`config.mk`:
```
export PLATFORM = sky130hd
export DESIGN_NAME = chan_counter_ovf
export DESIGN_NICKNAME = d
export VERILOG_FILES = /design/src/rtl/chan_counter_pkg.sv /design/src/rtl/chan_counter_lane.sv /design/src/rtl/chan_counter_ovf.sv
export SDC_FILE = /design/constraint.sdc
export NUM_CORES = 1
export LEC_CHECK = 0
export BUFFER_PORTS_ARGS = -buffer_cell sky130_fd_sc_hd__buf_2
export CORE_MARGIN = 2
export CORE_UTILIZATION = 25
export CTS_CLUSTER_SIZE = 28
export DETAILED_ROUTE_END_ITERATION = 10
export PLACE_DENSITY = 0.49
export SLEW_MARGIN = 20
export SYNTH_ARGS = -nofsm -noshare
export SYNTH_HDL_FRONTEND = slang
export SYNTH_SLANG_ARGS = --single-unit
```
`constraint.sdc`:
```
create_clock -name clk -period 2 [get_ports clk]
set_clock_uncertainty 0.1 [all_clocks]
set_input_delay 0.2 -clock clk [delete_from_list [all_inputs] [get_ports clk]]
set_output_delay 0.2 -clock clk [all_outputs]
set_load 0.01 [all_outputs]
```
`src/rtl/chan_counter_pkg.sv`:
```
// chan_counter_pkg: shared defaults and direction encoding for the channel counter.
// Contents: DEF_WIDTH, DEF_NCH, DEF_SATURATE defaults; dir_t with DIR_UP=1, DIR_DOWN=0.
package chan_counter_pkg;
    localparam int DEF_WIDTH    = 8;
    localparam int DEF_NCH      = 4;
    localparam bit DEF_SATURATE = 1'b0;
    typedef enum logic {
        DIR_DOWN = 1'b0,
        DIR_UP   = 1'b1
    } dir_t;
endpackage

```
`src/rtl/chan_counter_lane.sv`:
```
// chan_counter_lane: one up/down counter channel with boundary pulse and sticky flag.
// Ports: clk, reset (sync, active-high); enable, dir, load, load_value, clr_ovf in;
//        count (current value), pulse (one-cycle boundary strobe), sticky (latched event) out.
module chan_counter_lane
    import chan_counter_pkg::*;
#(
    parameter int WIDTH    = DEF_WIDTH,
    parameter bit SATURATE = DEF_SATURATE
) (
    input  logic             clk,
    input  logic             reset,
    input  logic             enable,
    input  logic             dir,
    input  logic             load,
    input  logic [WIDTH-1:0] load_value,
    input  logic             clr_ovf,
    output logic [WIDTH-1:0] count,
    output logic             pulse,
    output logic             sticky
);
    logic             step;
    logic             hit;
    logic [WIDTH-1:0] stepped;
    logic [WIDTH-1:0] next_count;

    // load masks counting, so a load never raises a boundary event
    assign step       = enable & ~load;
    assign hit        = step & ((dir == DIR_UP) ? (count == '1) : (count == '0));
    // plain modular arithmetic gives the wrap values for free
    assign stepped    = (dir == DIR_UP) ? count + WIDTH'(1) : count - WIDTH'(1);
    assign next_count = load ? load_value :
                        !step ? count :
                        (hit && SATURATE) ? count : stepped;

    always_ff @(posedge clk) begin
        if (reset) begin
            count  <= '0;
            pulse  <= 1'b0;
            sticky <= 1'b0;
        end else begin
            count  <= next_count;
            pulse  <= hit;
            // a new event wins over a simultaneous clear
            sticky <= hit | (sticky & ~clr_ovf);
        end
    end
endmodule

```
`src/rtl/chan_counter_ovf.sv`:
```
// chan_counter_ovf: NCH independent up/down counters with per-channel boundary pulse/sticky flags.
// Ports: clk, reset (sync, active-high); enable/dir/load/clr_ovf [NCH], load_value [WIDTH] in;
//        count_out [NCH*WIDTH] (channel i at [i*WIDTH +: WIDTH]), ovf_pulse/ovf_sticky [NCH],
//        any_ovf (OR of sticky flags) out.
// Option CHAN_COUNTER_OVF_IRQ_EN: adds irq_mask [NCH] in and registered irq out.
module chan_counter_ovf
    import chan_counter_pkg::*;
#(
    parameter int WIDTH    = DEF_WIDTH,
    parameter int NCH      = DEF_NCH,
    parameter bit SATURATE = DEF_SATURATE
) (
    input  logic                 clk,
    input  logic                 reset,
    input  logic [NCH-1:0]       enable,
    input  logic [NCH-1:0]       dir,
    input  logic [NCH-1:0]       load,
    input  logic [WIDTH-1:0]     load_value,
    input  logic [NCH-1:0]       clr_ovf,
`ifdef CHAN_COUNTER_OVF_IRQ_EN
    input  logic [NCH-1:0]       irq_mask,
    output logic                 irq,
`endif
    output logic [NCH*WIDTH-1:0] count_out,
    output logic [NCH-1:0]       ovf_pulse,
    output logic [NCH-1:0]       ovf_sticky,
    output logic                 any_ovf
);
    for (genvar i = 0; i < NCH; i++) begin : g_lane
        chan_counter_lane #(
            .WIDTH   (WIDTH),
            .SATURATE(SATURATE)
        ) u_lane (
            .clk       (clk),
            .reset     (reset),
            .enable    (enable[i]),
            .dir       (dir[i]),
            .load      (load[i]),
            .load_value(load_value),
            .clr_ovf   (clr_ovf[i]),
            .count     (count_out[i*WIDTH +: WIDTH]),
            .pulse     (ovf_pulse[i]),
            .sticky    (ovf_sticky[i])
        );
    end

    assign any_ovf = |ovf_sticky;

`ifdef CHAN_COUNTER_OVF_IRQ_EN
    // registered from the sticky flags, so irq trails ovf_sticky by one cycle
    always_ff @(posedge clk) begin
        if (reset) irq <= 1'b0;
        else       irq <= |(ovf_sticky & irq_mask);
    end
`endif
endmodule

```
# Word-level counts from Yosys, hierarchy flattened

Index checks and enable logic that the tools add are counted.

Add/subtract/negate cells: 8
Eq/ne operators: 4
Muxes and demuxes: 16
Bitwise operators: 24
Reduce and logical (&&, ||, !) cells: 9

Operator list:

| operator            | count |
|---|---|
| $mux 8              | 12 |
| $add 8x1->8 const B | 4 |
| $eq 8x8->1 const B  | 4 |
| $logic_not 8->1     | 4 |
| $sub 8x1->8 const B | 4 |
| $and 1x1->1         | 12 |
| $not 1->1           | 8 |
| $reduce_bool 2->1   | 4 |
| $mux 1              | 4 |
| $or 1x1->1          | 4 |
| $reduce_or 4->1     | 1 |

Flip-flop bits (word level): 40
Input port bits: 26
Output and inout bits: 41
Word-level logic and storage cells: 73

# Logic depth before layout (Yosys ltp)

Word-level depth: 4
Gate-level depth with buffers: 6
Mapped depth without buffers: 6

# By module

From an unflattened synthesis, not the netlist that was laid out.

Cells, all modules: 397
Area total of the unflattened synthesis: 3240.6 sq um

By module, submodules not included:

| module            | times used | cells an instance | area each (sq um) | sequential area each (sq um) |
|---|---|---|---|---|
| chan_counter_lane | 4          | 99                | 808.3             | 200.2 |
| chan_counter_ovf  | 1          | 1                 | 7.5               | 0.0 |

# Least setup slack after synthesis

No wires, ideal clock.

Path type: register to register
Start: register g_lane[2].u_lane.count[0]
End: register g_lane[2].u_lane.count[6]
Library setup time: 0.127 ns
Arrival: 1.654 ns
Required time: 1.773 ns
Setup slack: 0.119 ns
Stages on the path, launching flop included: 6
Buffers on the path: 0
Period minus slack after synthesis: 1.881 ns
Cells stage by stage: dfxtp_1 -> fa_1 -> a211o_1 -> a21oi_1 -> nor4b_1 -> or3_1

Longest elaborated chain between the ends: 4
Elaborated cells on any way between the ends: 5
Those cells by class: add/sub: 2; mux: 3

RTL lines:

| element                                           | line                    | RTL |
|---|---|---|
| start: declaration                                | chan_counter_lane.sv:17 | `output logic [WIDTH-1:0] count,` |
| start signal: assignment                          | chan_counter_lane.sv:41 | `count <= next_count;` |
| $sub 8x1->8 / $add 8x1->8 (equally long branches) | chan_counter_lane.sv:30 | `assign stepped = (dir == DIR_UP) ? count + WIDTH'(1) : count - WIDTH'(1);` |
| $mux 8 *                                          | chan_counter_lane.sv:30 |  |
| $mux 8 *                                          | chan_counter_lane.sv:32 | `!step ? count :` |
| $mux 8 *                                          | chan_counter_lane.sv:31 | `assign next_count = load ? load_value :` |

Mark *: on every way between the ends. The rest lies on a longest branch, timed or not. The select of a mux whose other input is x is not followed.
A chain may end at the register's enable or synchronous reset.

# Worst setup path in the final report

Ends and elaborated chain as after synthesis.

==> reports/summary.txt <==
Outcome -> finished clean
Maximum number of buffers from clock root to sink -> 2
Synthesis-stage register bit count -> 40
Remaining Overflow, GRT -> 0
Highest fanout seen on the critical path -> 3
Most used flip-flop cell after synthesis -> sky130_fd_sc_hd__dfxtp_1
Number of max-cap violations -> 0
Syn Inst Count -> 400
Net count reported at finish -> 538
Post-Synth XOR/XNOR Area -> 3.22%
Seq. cell area -> 803 um2
Register clock-pin slew on the reported worst setup and hold paths -> 0.06 ns
Clock sinks -> 40
Placement Cell Area -> 3950 um2
Number of antenna violations at the first check in global routing -> 0
Layout Utilization -> 32.4%
Number of setup violations in the final report -> 0
Crit share post-route -> 94.8%
Half-perimeter wire length of the detailed placement result -> 7690 um
Relative max-transition margin -> 62.4%
Boundary pin count -> 67
Share of synthesized cell area in and, or, nand and nor gates -> 27.9%
Chip Height -> 118 um
Setup slack of the worst register-to-register path -> 0.10 ns
WHS -> 0.0745 ns
Vias per cell -> 5.06
Syn nets -> 454
Share of synthesized cell area in full adder, half adder and majority cells -> 11.7%
F_max -> 528 MHz
RR Endpoint -> g_lane[2].u_lane.count[6]
CTS root buf -> sky130_fd_sc_hd__clkbuf_16
Number of enable flip-flop cells after synthesis -> 0
Setup repair after global routing missed its margin -> no
Final Max Slew Viols -> 0
Data arrival time of the critical path -> 1.96 ns
Number of buffers created by CTS -> 5
Final weighted congestion of routability-driven global placement -> 0.843
Total power after layout -> 2.70 mW
Beginning of the worst hold path -> clr_ovf[3]
Vias in the first global route -> 3142
Standard-cell rows -> 41
Cell count after placement -> 649
Pwr dens -> 658 nW/um2
Starting Density -> 25.8%
TritonCTS clock tree -> built
Total routed wirelength -> 10000 um
Library cell contributing the largest single delay on the critical path -> sky130_fd_sc_hd__fa_1
DRC marker count from the first detailed-route iteration -> 185
Signed area change from the synthesized netlist to the final layout -> 25.7%
PortBufs -> 66
Dominant combinational cell family by area after synthesis -> simple AND/OR/NAND/NOR gates
Width of the chip -> 118 um
Die outline area -> 14000 um2
Core area -> 12700 um2
Required @ worst endpoint -> 2.07 ns
Via total after detailed routing -> 3323
Final Hold Fails -> 0
Wire length of the first global-routing pass -> 16100 um
Number of H-tree branching levels -> 2
Antenna cells -> 0
Detail-routed net length per standard cell -> 15.3 um
Setup slack after placement -> -0.0454 ns
Count of unresolved DRC violations after routing -> 0
Worst Setup EP -> g_lane[2].u_lane.count[6]
Fill cell instance count of the final layout -> 1397
Minimum period implied by the final worst setup slack -> 1.90 ns
Non-filler cells in the finished layout -> 657
Fraction of final layout cells with drive strength greater than 1 -> 25.8%
Worst-Skew Late Latency -> 0.28 ns
Total leakage power -> 1.75 nW
Netlist cell types -> 43
Startpoint of the worst setup timing path -> g_lane[2].u_lane.count[0]
Setup TNS -> 0 ns
Type of origin of the critical path -> flop
Multiplexer share of the synthesized area -> 3.22%
Total of warnings raised by yosys -> 0
Area taken by multi-input logic gates -> 2310 um2
Worst Setup End Kind -> flop
Hold Path Class -> input pin to flop
Final standard cell area without fillers -> 4100 um2
Number of buffers added to fix hold violations after cts -> 0
Peak VDD IR -> 0.359 mV
Seq/Total Area, Yosys -> 24.5%
Synth async-reset ratio -> 0%
Number of search-and-repair iterations in the first detailed-routing pass -> 4
Largest stage delay on the critical path -> 0.42 ns
Critical register-to-register path startpoint -> g_lane[2].u_lane.count[0]
Complex-gate fraction of the synthesized area -> 24.8%
Chain of cells forming the critical path -> fa_1 -> a211o_1 -> a21oi_1 -> nor4b_1 -> or3_1
Syn Area/Cell -> 8.16 um2
Largest net degree at the start of global routing -> 20
Worst-Margin Slew -> 0.562 ns
Summed instance area of the synthesized netlist -> 3260 um2
Reg2Reg Depth -> 5
Final WS setup -> 0.105 ns
Gr usage total -> 14.1%
Worst setup path class -> flop to flop
Residual antenna-violating net count after detailed routing -> 0
-- worst min path at each step --
stage,end,slack [ns],cells after the start
CTS,g_lane[3].u_lane.sticky,0.08,4
detailed placement,g_lane[3].u_lane.sticky,0.36,2
floorplan,g_lane[0].u_lane.count[1],0.24,2
finish,g_lane[3].u_lane.sticky,0.07,4
global route,g_lane[3].u_lane.sticky,0.11,4
global placement,g_lane[3].u_lane.sticky,0.35,2
-- kinds of logic after synthesis --
logic type / count (synthesis)
AOI/OAI and AO/OA: 133
xor gates and xnor gates: 12
adders and majority gates: 28
buffers and inverters: 30
DFF: 40
muxes: 10
and+or+nand+nor: 147
-- routing by layer --
| layer | global-route usage [%] | vias to the layer above | wire [um] |
|---|---|---|---|
| met5 | 0 | - | 0 |
| met4 | 2.26 | 0 | 50 |
| met3 | 2.22 | 2 | 422 |
| met2 | 23.4 | 69 | 4640 |
| met1 | 19.5 | 1563 | 4910 |
| li1 | - | 1689 | - |
-- area by class of cell --
| cell class | instances | share of cell area [%] |
|---|---|---|
| tap | 172 | 5.25 |
| clock buffer | 6 | 3.39 |
| multi-input combinational | 330 | 56.3 |
| timing repair buffer | 103 | 14.8 |
| inverter | 4 | 0.366 |
| clock inverter | 2 | 0.244 |
| sequential | 40 | 19.6 |
-- synthesized netlist by cell type, drive strengths merged (4+ instances only) --
master  count  share of area [%]
nand2      12                1.4
buf        13                2.7
nand2b      4               0.77
nor2       38                4.4
o211ai      8                1.8
nor2b       5               0.96
nand3b      4               0.92
or3         6                1.2
ha         24                9.2
or3b       11                3.0
a211o       8                2.1
dfxtp      40                 25
nor4b       5                1.3
inv         4               0.46
mux2i       6                1.8
a21oi      61                9.4
xnor2      12                3.2
fa          4                2.5
clkbuf     13                1.5
o21ai      21                3.2
a211oi      8                1.8
nor3b      29                7.1
o21a       16                3.7
a41oi       4                1.1
nand4       8                1.5
and4b       5                1.5
nor4       12                2.3
mux2        4                1.4
-- registers in the layout, summed over array words and instances (netlist names) --
name / cells
g_lane.u_lane.sticky: 4
g_lane.u_lane.count: 32
g_lane.u_lane.pulse: 4
-- worst max-delay path: cells and delay by family, from the launching register on --
family	cells	cell delay, ns
simple gates	2	0.44
compound gates	2	0.49
flops	1	0.33
fa+ha+maj	1	0.42
-- power by group --
group / total (mW) / internal [mW] / switching, mW / leakage (nW)
Clock: 0.841 / 0.493 / 0.348 / 0.0766
Combinational: 0.917 / 0.428 / 0.490 / 1.34
Sequential: 0.939 / 0.863 / 0.0765 / 0.331
-- cell usage in the layout (no fill, tap or decap), drive strengths merged, types with 2 or more instances in the layout --
| master | n |
|---|---|
| buf | 103 |
| a21oi | 61 |
| dfxtp | 40 |
| nor2 | 38 |
| nor3b | 29 |
| ha | 24 |
| o21ai | 21 |
| o21a | 16 |
| xnor2 | 12 |
| nand2 | 12 |
| nor4 | 12 |
| or3b | 11 |
| a211o | 8 |
| a211oi | 8 |
| nand4 | 8 |
| o211ai | 8 |
| mux2i | 6 |
| or3 | 6 |
| clkbuf | 6 |
| nor4b | 5 |
| and4b | 5 |
| nor2b | 5 |
| inv | 4 |
| nand2b | 4 |
| nand3b | 4 |
| a41oi | 4 |
| fa | 4 |
| mux2 | 4 |
| a311oi | 3 |
| nor3 | 3 |
| a31oi | 3 |
| nand3 | 2 |
| clkinv | 2 |
-- repair_timing --
action,4_1_cts,5_1_grt
buffers inserted,0,0
setup endpoints to repair,0,3
resized for setup,0,2
Power figures use the tool's default switching activity.
